<file path="src/rtl/collision_monitor_pkg.sv">
// Shared types and helpers for the collision monitor and the pixel mixer.
package gpu_collision_pkg;

   localparam int DEF_WIDTH       = 4;
   localparam int DEF_FRAME_CNT_W = 20;

   typedef enum logic [1:0] {
      IDLE   = 2'd0,
      ACTIVE = 2'd1,
      REPORT = 2'd2
   } state_t;

   // Bits needed to hold a count of 0..w active enables.
   function automatic int cnt_width(input int w);
      return $clog2(w + 1);
   endfunction

endpackage

</file>
<file path="src/rtl/collision_monitor_popcount.sv">
// Combinational population count of the layer enable vector.
module collision_popcount
   import gpu_collision_pkg::*;
#(
   parameter  int WIDTH = DEF_WIDTH,
   localparam int CW    = cnt_width(WIDTH)
) (
   input  logic [WIDTH-1:0] enable,
   output logic [CW-1:0]    count
);

   // Sum the enable bits.
   always_comb begin
      count = '0;
      for (int i = 0; i < WIDTH; i++)
         count = count + CW'(enable[i]);
   end

endmodule

</file>
<file path="src/rtl/collision_monitor.sv">
// Per-pixel collision flagging plus per-frame statistics with a
// valid/ready frame report.
module collision_monitor
   import gpu_collision_pkg::*;
#(
   parameter  int WIDTH       = DEF_WIDTH,
   parameter  int FRAME_CNT_W = DEF_FRAME_CNT_W,
   parameter  int COLL_MIN    = 2,
   localparam int CW          = cnt_width(WIDTH)
) (
   input  logic                   clk,
   input  logic                   reset,
   input  logic [WIDTH-1:0]       enable,
   input  logic                   pixel_valid,
   input  logic                   frame_start,
   input  logic                   frame_end,
   input  logic [FRAME_CNT_W-1:0] threshold,
   output logic [CW-1:0]          pixel_count,
   output logic                   pixel_collision,
   output logic [FRAME_CNT_W-1:0] frame_collisions,
   output logic [CW-1:0]          frame_max,
   output logic [WIDTH-1:0]       frame_first_mask,
   output logic                   report_valid,
   input  logic                   report_ready,
   output logic                   threshold_hit,
   output logic                   overrun
);

   localparam logic [CW-1:0] COLL_MIN_C = CW'(COLL_MIN);

   state_t                 state;
   logic [CW-1:0]          pop;
   logic                   coll_now;
   logic                   upd;
   logic [FRAME_CNT_W-1:0] acc, acc_post, acc_n;
   logic [CW-1:0]          max_r, max_n;
   logic [WIDTH-1:0]       mask_r, mask_n;
   logic                   hit_done;
   logic                   thr_cross;

   collision_popcount #(.WIDTH(WIDTH)) u_pop (
      .enable (enable),
      .count  (pop)
   );

   // Next accumulator values if the current pixel is folded into the frame.
   // acc only grows within a frame, so acc==0 marks "no collision yet".
   always_comb begin
      coll_now  = (pop >= COLL_MIN_C);
      upd       = pixel_valid && coll_now;
      acc_post  = (acc == '1) ? acc : acc + 1'b1;
      acc_n     = upd ? acc_post : acc;
      max_n     = (pixel_valid && (pop > max_r)) ? pop : max_r;
      mask_n    = (upd && (acc == '0)) ? enable : mask_r;
      thr_cross = (threshold != '0) && (acc < threshold) &&
                  (acc_post >= threshold) && !hit_done;
   end

   // Frame FSM with accumulators, report registers and event pulses.
   always_ff @(posedge clk) begin
      if (reset) begin
         state            <= IDLE;
         acc              <= '0;
         max_r            <= '0;
         mask_r           <= '0;
         hit_done         <= 1'b0;
         pixel_count      <= '0;
         pixel_collision  <= 1'b0;
         frame_collisions <= '0;
         frame_max        <= '0;
         frame_first_mask <= '0;
         report_valid     <= 1'b0;
         threshold_hit    <= 1'b0;
         overrun          <= 1'b0;
      end else begin
         threshold_hit <= 1'b0;
         overrun       <= 1'b0;
         if (pixel_valid) begin
            pixel_count     <= pop;
            pixel_collision <= coll_now;
         end
         case (state)
            IDLE: begin
               if (frame_start) begin
                  acc      <= '0;
                  max_r    <= '0;
                  mask_r   <= '0;
                  hit_done <= 1'b0;
                  if (frame_end) begin
                     // Empty frame: report straight from cleared values.
                     frame_collisions <= '0;
                     frame_max        <= '0;
                     frame_first_mask <= '0;
                     report_valid     <= 1'b1;
                     state            <= REPORT;
                  end else begin
                     state <= ACTIVE;
                  end
               end
            end
            ACTIVE: begin
               if (frame_start) begin
                  acc      <= '0;
                  max_r    <= '0;
                  mask_r   <= '0;
                  hit_done <= 1'b0;
               end else begin
                  acc    <= acc_n;
                  max_r  <= max_n;
                  mask_r <= mask_n;
                  if (upd && thr_cross) begin
                     threshold_hit <= 1'b1;
                     hit_done      <= 1'b1;
                  end
                  if (frame_end) begin
                     frame_collisions <= acc_n;
                     frame_max        <= max_n;
                     frame_first_mask <= mask_n;
                     report_valid     <= 1'b1;
                     state            <= REPORT;
                  end
               end
            end
            REPORT: begin
               if (report_ready || frame_start) begin
                  report_valid <= 1'b0;
                  overrun      <= frame_start && !report_ready;
                  if (frame_start) begin
                     acc      <= '0;
                     max_r    <= '0;
                     mask_r   <= '0;
                     hit_done <= 1'b0;
                     state    <= ACTIVE;
                  end else begin
                     state <= IDLE;
                  end
               end
            end
            default: state <= IDLE;
         endcase
      end
   end

endmodule

</file>
<file path="config.mk">
export PLATFORM = sky130hd
export DESIGN_NAME = collision_monitor
export DESIGN_NICKNAME = d
export VERILOG_FILES = /design/src/rtl/collision_monitor_pkg.sv /design/src/rtl/collision_monitor_popcount.sv /design/src/rtl/collision_monitor.sv
export SDC_FILE = /design/constraint.sdc
export NUM_CORES = 1
export LEC_CHECK = 0
export ABC_CLOCK_PERIOD_IN_PS = 6400
export CAP_MARGIN = 20
export CORE_MARGIN = 3
export CORE_UTILIZATION = 60
export DETAILED_ROUTE_END_ITERATION = 10
export PLACE_DENSITY_LB_ADDON = 0.3
export SLEW_MARGIN = 10
export SYNTH_ARGS = -nofsm -noshare
export SYNTH_HDL_FRONTEND = slang
export SYNTH_SLANG_ARGS = --single-unit
</file>
<file path="constraint.sdc">
create_clock -name clk -period 6.4 [get_ports clk]
set_clock_uncertainty 0.2 [all_clocks]
set_input_delay 0.64 -clock clk [delete_from_list [all_inputs] [get_ports clk]]
set_output_delay 0.64 -clock clk [all_outputs]
set_load 0.01 [all_outputs]
</file>
==> results of run 1 <==
## placed cells by master, fill, tap and decap left out, types with 3 or more instances in the layout
cell type        instances
nand2_1                 71
dfxtp_1                 64
clkdlybuf4s50_1         63
o21ai_0                 47
ha_1                    47
a21oi_1                 40
nor2_1                  38
inv_1                   34
nand3_1                 18
xnor2_1                 14
xor2_1                  12
nor4_1                  11
nand2b_1                11
clkbuf_8                11
nor3_1                  10
mux2i_1                  9
a31oi_1                  8
nand4_1                  6
o31ai_1                  5
a21o_1                   5
a211oi_1                 5
and3_1                   4
or3_1                    4
nor2b_1                  4
o22ai_1                  3
a31o_2                   3
o21a_1                   3
a22o_1                   3
mux2_2                   3
o211ai_1                 3
## flip-flops by register name, indices dropped and copies added (netlist names)
signal	count
report_valid	1
acc	20
pixel_count	3
threshold_hit	1
mask_r	4
frame_collisions	20
max_r	3
pixel_collision	1
state	2
frame_first_mask	4
hit_done	1
overrun	1
frame_max	3
## final timing paths
check	to	from	slack, ns
min reg2reg	frame_collisions[18]$_SDFFE_PP0P_	frame_collisions[18]$_SDFFE_PP0P_	0.25
max reg2reg	hit_done$_SDFFE_PP0P_	acc[0]$_SDFFE_PP0P_	2.23
max	hit_done$_SDFFE_PP0P_	acc[0]$_SDFFE_PP0P_	2.23
min	frame_collisions[18]$_SDFFE_PP0P_	frame_collisions[18]$_SDFFE_PP0P_	0.25
## logic make-up (layout without fill, tap and decap cells)
logic type,count (synthesis),count (layout)
AND/OR/NAND/NOR,198,198
AO/OA/AOI/OAI,142,142
buffers and inverters,67,115
flip-flops,64,64
adder cells (fa/ha/maj),48,48
XOR/XNOR,26,26
multiplexers,12,12
## metrics by stage
| stage | worst slack [ns] | power (µW) | area [µm²] | util [%] |
|---|---|---|---|---|
| CTS | 2.28 | 922 | 5290 | 72.5 |
| finish | 2.23 | 919 | 5290 | 72.5 |
| global route | 1.92 | 951 | 5290 | 72.5 |
| floorplan | 2.91 | 481 | 4540 | - |
| detailed placement | 2.33 | 527 | 5060 | 69.4 |
| global placement | 2.48 | 521 | 5040 | 69.2 |
## layer usage
metal | part of all wire, % | wire (µm)
met1 | 42 | 4980
met4 | 3.0 | 360
met2 | 48 | 5780
met5 | 0 | 0
met3 | 6.8 | 806
## worst reg2reg max path, cell delays in order (launching register included)
cell	delay, ns
dfxtp_1	0.50
ha_1	0.26
and3_1	0.29
nor2b_4	0.31
nand4_4	0.21
nor2_1	0.17
mux2_2	0.37
ha_1	0.32
nand4_1	0.11
nor4_1	0.39
o211ai_1	0.16
o211a_1	0.26
a2111oi_2	0.42
a31o_1	0.15
## cell type report
cell class | instances | area [µm²] | share of cell area (%)
Tap cell | 99 | 124 | 2.34
Clock buffer | 11 | 151 | 2.86
Clock inverter | 5 | 78.8 | 1.49
Sequential cell | 64 | 1280 | 24.2
Timing Repair Buffer | 65 | 653 | 12.3
Multi-Input combinational cell | 426 | 2870 | 54.3
Inverter | 34 | 128 | 2.41
## power by group
part           switching, µW  internal (µW)
Sequential              3.82            402
Clock                    160            240
Combinational           63.6           49.4
Total                    228            691
==> flow_metrics.env, run 1 <==
export IMPL_via_per_inst=6.05
export IMPL_die_w_um=93.0
export IMPL_ys_seq_elements=64
export IMPL_grt_pass1_wl_um=19500
export IMPL_cts_tree="done"
export IMPL_power_leakage_uw=0.00218
export IMPL_worst_setup_path_start_kind="flip-flop"
export IMPL_cts_buffers=9
export IMPL_synth_ff_type="dfxtp_1"
export IMPL_die_area_um2=8640
export IMPL_met1_usage_pct=34.9
export IMPL_drt_wl_total_um=11900
export IMPL_seq_area_frac_synth_pct=28.2
export IMPL_synth_fa_ha_area_share_pct=13.4
export IMPL_die_h_um=93.0
export IMPL_crit_family="simple AND/OR/NAND/NOR gates"
export IMPL_fill_cells=625
export IMPL_hold_viol_final=0
export IMPL_clk_path_buf_depth=2
export IMPL_synth_edf_count=0
export IMPL_antenna_cells=0
export IMPL_cp_arrival_ns=4.26
export IMPL_syn_avg_cell_area_um2=8.15
export IMPL_outcome="finished, final reports clean"
export IMPL_synth_common_cells="71 x nand2_1, 64 x dfxtp_1, 47 x ha_1, 47 x o21ai_0, 40 x a21oi_1"
export IMPL_core_um2=7290
export IMPL_cp_max_fo=10
export IMPL_dr_pass1_iters=5
export IMPL_h_tree_depth=3
export IMPL_synthCells=557
export IMPL_dp_cells=688
export IMPL_grtUsageTotal_pct=28.2
export IMPL_std_cell_rows=31
export IMPL_maxSlewHeadroom_pct=31.3
export IMPL_ctsRootBufferMaster="clkbuf_8"
export IMPL_ios=64
export IMPL_crit_top_cell="ha_1"
export IMPL_grt_overflow=0
export IMPL_grt_max_degree=21
export IMPL_yosys_area_share_simple_pct=22.9
export IMPL_finalMaxSlewViolations=0
export IMPL_yosysWarnings=0
export IMPL_cts_resized=0
export IMPL_path_buf_inv=0
export IMPL_cts_sinks=64
export IMPL_drv_cap=0
export IMPL_period_minus_slack_ns=4.17
export IMPL_ff2ff_path_depth=13
export IMPL_grt_pass1_vias=4093
export IMPL_setup_viol=0
export IMPL_portBuffers=63
export IMPL_use_met3_pct=4.83
export IMPL_syn_nets=635
export IMPL_gp_congestion=0.970
export IMPL_slowest_delay_ns=0.50
export IMPL_yosysTopAreaCellShare_pct=28.2
export IMPL_synth_async_sr_flop_share_pct=0
export IMPL_hpwl_um=9100
export IMPL_post_drt_wl_per_cell_um=17.0
export IMPL_hp_class="flip-flop to flip-flop"
export IMPL_ant_nets=0
export IMPL_drc=0
export IMPL_peakVddDrop_mv=0.233
export IMPL_tightest_slew_ns=1.02
export IMPL_crit_chain="ha_1 > and3_1 > nor2b_4 > nand4_4 > nor2_1 > mux2_2 > ha_1 > nand4_1 > nor4_1 > o211ai_1 > o211a_1 > a2111oi_2 > a31o_1"
export IMPL_synth_xor_area_share_pct=5.02
export IMPL_fmax_mhz=240
export IMPL_final_cell_count_no_fill=704
export IMPL_required_ns=6.49
export IMPL_post_cts_buffers=0
export IMPL_synth_most_common_cell="nand2_1"
export IMPL_areaGrowthSynthToFinish_pct=16.5
export IMPL_ys_types=64
export IMPL_finalCritPeriodShare_pct=65.2
export IMPL_synth_mux_area_share_pct=2.73
export IMPL_dr_first_iter_drc_count=322
export IMPL_globalRoute_busiestLayer="met2"
export IMPL_clkTransAtPathRegs_ns=0.07
export IMPL_path_depth=13
export IMPL_fin_setup_tns_ns=0
export IMPL_power_density_nw_per_um2=174
export IMPL_rsz0062_at_grt="false"
export IMPL_grtUsageMet2_pct=47.9
export IMPL_nets=678
export IMPL_postCtsHoldBufs=0
export IMPL_drive_above_1_share_pct=6.28
export IMPL_antenna_found_initial=0
export IMPL_clkLatencyLatePin_ns=0.35
export IMPL_crit_slowest_cell="dfxtp_1"
export IMPL_worst_setup_path_type="flip-flop to flip-flop"
export IMPL_yosys_area_top_type="dfxtp_1"
export IMPL_start_util_pct=62.2
export IMPL_fin_hold_ws_ns=0.246
export IMPL_synth_top_family_by_area="simple AND/OR/NAND/NOR gates"
export IMPL_holdPathStages=2
export IMPL_endpoint_kind="flip-flop"
export IMPL_synth_area_leaders="dfxtp_1 28%, ha_1 13%, nand2_1 5.9%, o21ai_0 5.2%, a21oi_1 4.4%"
export IMPL_synthesis_area_um2=4540
export IMPL_vias=4259
export IMPL_synth_compound_area_share_pct=19.3
No activity file was read; power rests on OpenSTA's default activity.
==> run 2, diff against run 1 <==
--- a/config.mk
+++ b/config.mk
@@ -5,10 +5,10 @@
 export SDC_FILE = /design/constraint.sdc
 export NUM_CORES = 1
 export LEC_CHECK = 0
-export ABC_CLOCK_PERIOD_IN_PS = 6400
+export ABC_CLOCK_PERIOD_IN_PS = 4010
 export CAP_MARGIN = 20
 export CORE_MARGIN = 3
-export CORE_UTILIZATION = 60
+export CORE_UTILIZATION = 56
 export DETAILED_ROUTE_END_ITERATION = 10
 export PLACE_DENSITY_LB_ADDON = 0.3
 export SLEW_MARGIN = 10
==> constraint.sdc (replaced) <==
create_clock -name clk -period 4.01 [get_ports clk]
set_clock_uncertainty 0.2 [all_clocks]
set_input_delay 0.401 -clock clk [delete_from_list [all_inputs] [get_ports clk]]
set_output_delay 0.401 -clock clk [all_outputs]
set_load 0.01 [all_outputs]
==> run 2 against run 1 <==
  * Largest power group unchanged
  * Highest routed layer unchanged
  * Maximum frequency up 11%
  * Sequential power up 59%
  * Wire length up 5.3%
==> flow_metrics.env, run 2 (synthesis results as in run 1) <==
export IMPL_grtUsageTotal_pct=28.4
export IMPL_final_common_cell="nand2_1"
export IMPL_peakVddDrop_mv=0.260
export IMPL_finalMaxSlewViolations=0
export IMPL_outcome="finished, final reports clean"
export IMPL_ant_nets=0
export IMPL_grt_overflow=0
export IMPL_grt_pass1_wl_um=20100
export IMPL_cp_max_fo=10
export IMPL_gp_congestion=0.907
export IMPL_core_um2=7810
export IMPL_ios=64
export IMPL_cp_arrival_ns=3.85
export IMPL_drc=0
export IMPL_start_util_pct=58.1
export IMPL_drv_cap=0
export IMPL_r2r_slack_ns=0.27
export IMPL_cts_sinks=64
export IMPL_tightest_slew_ns=0.972
export IMPL_drt_wl_total_um=12600
export IMPL_worst_setup_path_type="flip-flop to flip-flop"
export IMPL_comb_power_share_pct=13.7
export IMPL_final_cell_count_no_fill=735
export IMPL_final_core_utilization_pct=70.0
export IMPL_endpoint_kind="flip-flop"
export IMPL_portBuffers=63
export IMPL_p_seq_share_pct=46.6
export IMPL_p_clk_share_pct=39.7
export IMPL_regToRegStartpoint="acc[0]$_SDFFE_PP0P_"
export IMPL_die_w_um=96.0
export IMPL_finalCritPeriodShare_pct=93.3
export IMPL_postCtsHoldBufs=0
export IMPL_areaGrowthSynthToFinish_pct=20.5
export IMPL_maxSlewHeadroom_pct=34.6
export IMPL_ff2ff_path_depth=13
export IMPL_clk_path_buf_depth=2
export IMPL_period_minus_slack_ns=3.74
export IMPL_fill_cells=634
export IMPL_swShare_pct=28.9
export IMPL_clkLatencyLatePin_ns=0.36
export IMPL_p_int_uw=989
export IMPL_power_density_nw_per_um2=254
export IMPL_final_cell_mix="71 x nand2_1, 63 x clkdlybuf4s50_1, 62 x dfxtp_1, 47 x o21ai_0, 46 x ha_1"
export IMPL_cp_endpoint="hit_done$_SDFFE_PP0P_"
export IMPL_dr_first_iter_drc_count=238
export IMPL_h_tree_depth=3
export IMPL_std_cell_rows=32
export IMPL_antenna_cells=0
export IMPL_critical_path_startpoint="acc[0]$_SDFFE_PP0P_"
export IMPL_seq_area_um2=1280
export IMPL_ctsRootBufferMaster="clkbuf_8"
export IMPL_hold_viol_final=0
export IMPL_fmax_mhz=267
export IMPL_multi_input_area_um2=2880
export IMPL_hp_class="flip-flop to flip-flop"
export IMPL_power_switching_uw=401
export IMPL_holdPathStages=2
export IMPL_worst_setup_path_start_kind="flip-flop"
export IMPL_fin_hold_ws_ns=0.248
export IMPL_hpwl_um=9700
export IMPL_vias=4320
export IMPL_cts_buffers=9
export IMPL_post_drt_wl_per_cell_um=17.1
export IMPL_power_leakage_uw=0.00230
export IMPL_drive_above_1_share_pct=11.2
export IMPL_timing_rr_end="hit_done$_SDFFE_PP0P_"
export IMPL_die_area_um2=9220
export IMPL_die_h_um=96.0
export IMPL_dr_pass1_iters=5
export IMPL_dp_cells=716
export IMPL_via_per_inst=5.88
export IMPL_cts_tree="done"
export IMPL_grt_max_degree=20
export IMPL_setup_viol=0
export IMPL_clkTransAtPathRegs_ns=0.09
export IMPL_required_ns=4.12
export IMPL_reg_largest_list="acc (20), frame_collisions (20)"
export IMPL_nets=706
export IMPL_grt_pass1_vias=4214
export IMPL_antenna_found_initial=0
run 2: stage by stage:
stage / power [µW] / setup slack (ns) / TNS (ns) / area [µm²]
2_1_floorplan: 768 / 0.523 / 0 / 4540
3_3_place_gp: 843 / 0.220 / 0 / 5240
3_5_place_dp: 849 / 0.0491 / 0 / 5240
4_1_cts: 1390 / 0.00615 / 0 / 5430
5_1_grt: 1430 / -0.0148 / -0.0148 / 5470
6_report: 1390 / 0.267 / 0 / 5470
run 2: worst min-delay path by stage:
stage | from | end
after floorplan | mask_r[0]$_SDFFE_PP0P_ | mask_r[0]$_SDFFE_PP0P_
after global placement | frame_collisions[18]$_SDFFE_PP0P_ | frame_collisions[18]$_SDFFE_PP0P_
after detailed placement | frame_collisions[18]$_SDFFE_PP0P_ | frame_collisions[18]$_SDFFE_PP0P_
after CTS | frame_collisions[18]$_SDFFE_PP0P_ | frame_collisions[18]$_SDFFE_PP0P_
after global routing | frame_collisions[12]$_SDFFE_PP0P_ | frame_collisions[12]$_SDFFE_PP0P_
final | frame_collisions[18]$_SDFFE_PP0P_ | frame_collisions[18]$_SDFFE_PP0P_
run 2: critical path, stage by stage, from the launching register on:
cell and delay (ns):
dfxtp_2 0.41, ha_2 0.25, and3_2 0.26, nor2b_4 0.27
nand4_4 0.19, nor2_1 0.17, mux2_2 0.35, ha_1 0.31
nand4_1 0.13, nor4_2 0.31, o211ai_1 0.14, o211a_1 0.24
a2111oi_2 0.33, a31o_1 0.14
run 2: timing repair:
action	4_1_cts	5_1_grt
setup endpoints to repair	0	2
gates resized for setup	0	5
buffers inserted	0	3
run 2: area by class of cell:
class | count | share of cell area [%]
inverter | 34 | 2.33
clock buffer | 11 | 2.77
clock inverter | 5 | 0.709
multi-input combinational | 426 | 52.7
sequential | 64 | 23.5
tap | 102 | 2.33
timing repair buffer | 93 | 15.7
run 2: power groups by stage:
stage	clock, µW	sequential [µW]	combinational [µW]
after detailed placement	0	662	187
after CTS	551	647	188
after global placement	0	662	182
final	552	647	190
after floorplan	0	663	105
after global routing	577	648	209
run 2: metal layers:
metal	GRT usage, %	up-vias	part of all wire, %
met5	0	-	0
met4	11.6	0	2.9
met3	5.16	37	5.5
met2	48.3	150	48
met1	35.2	2017	43
li1	-	2116	-
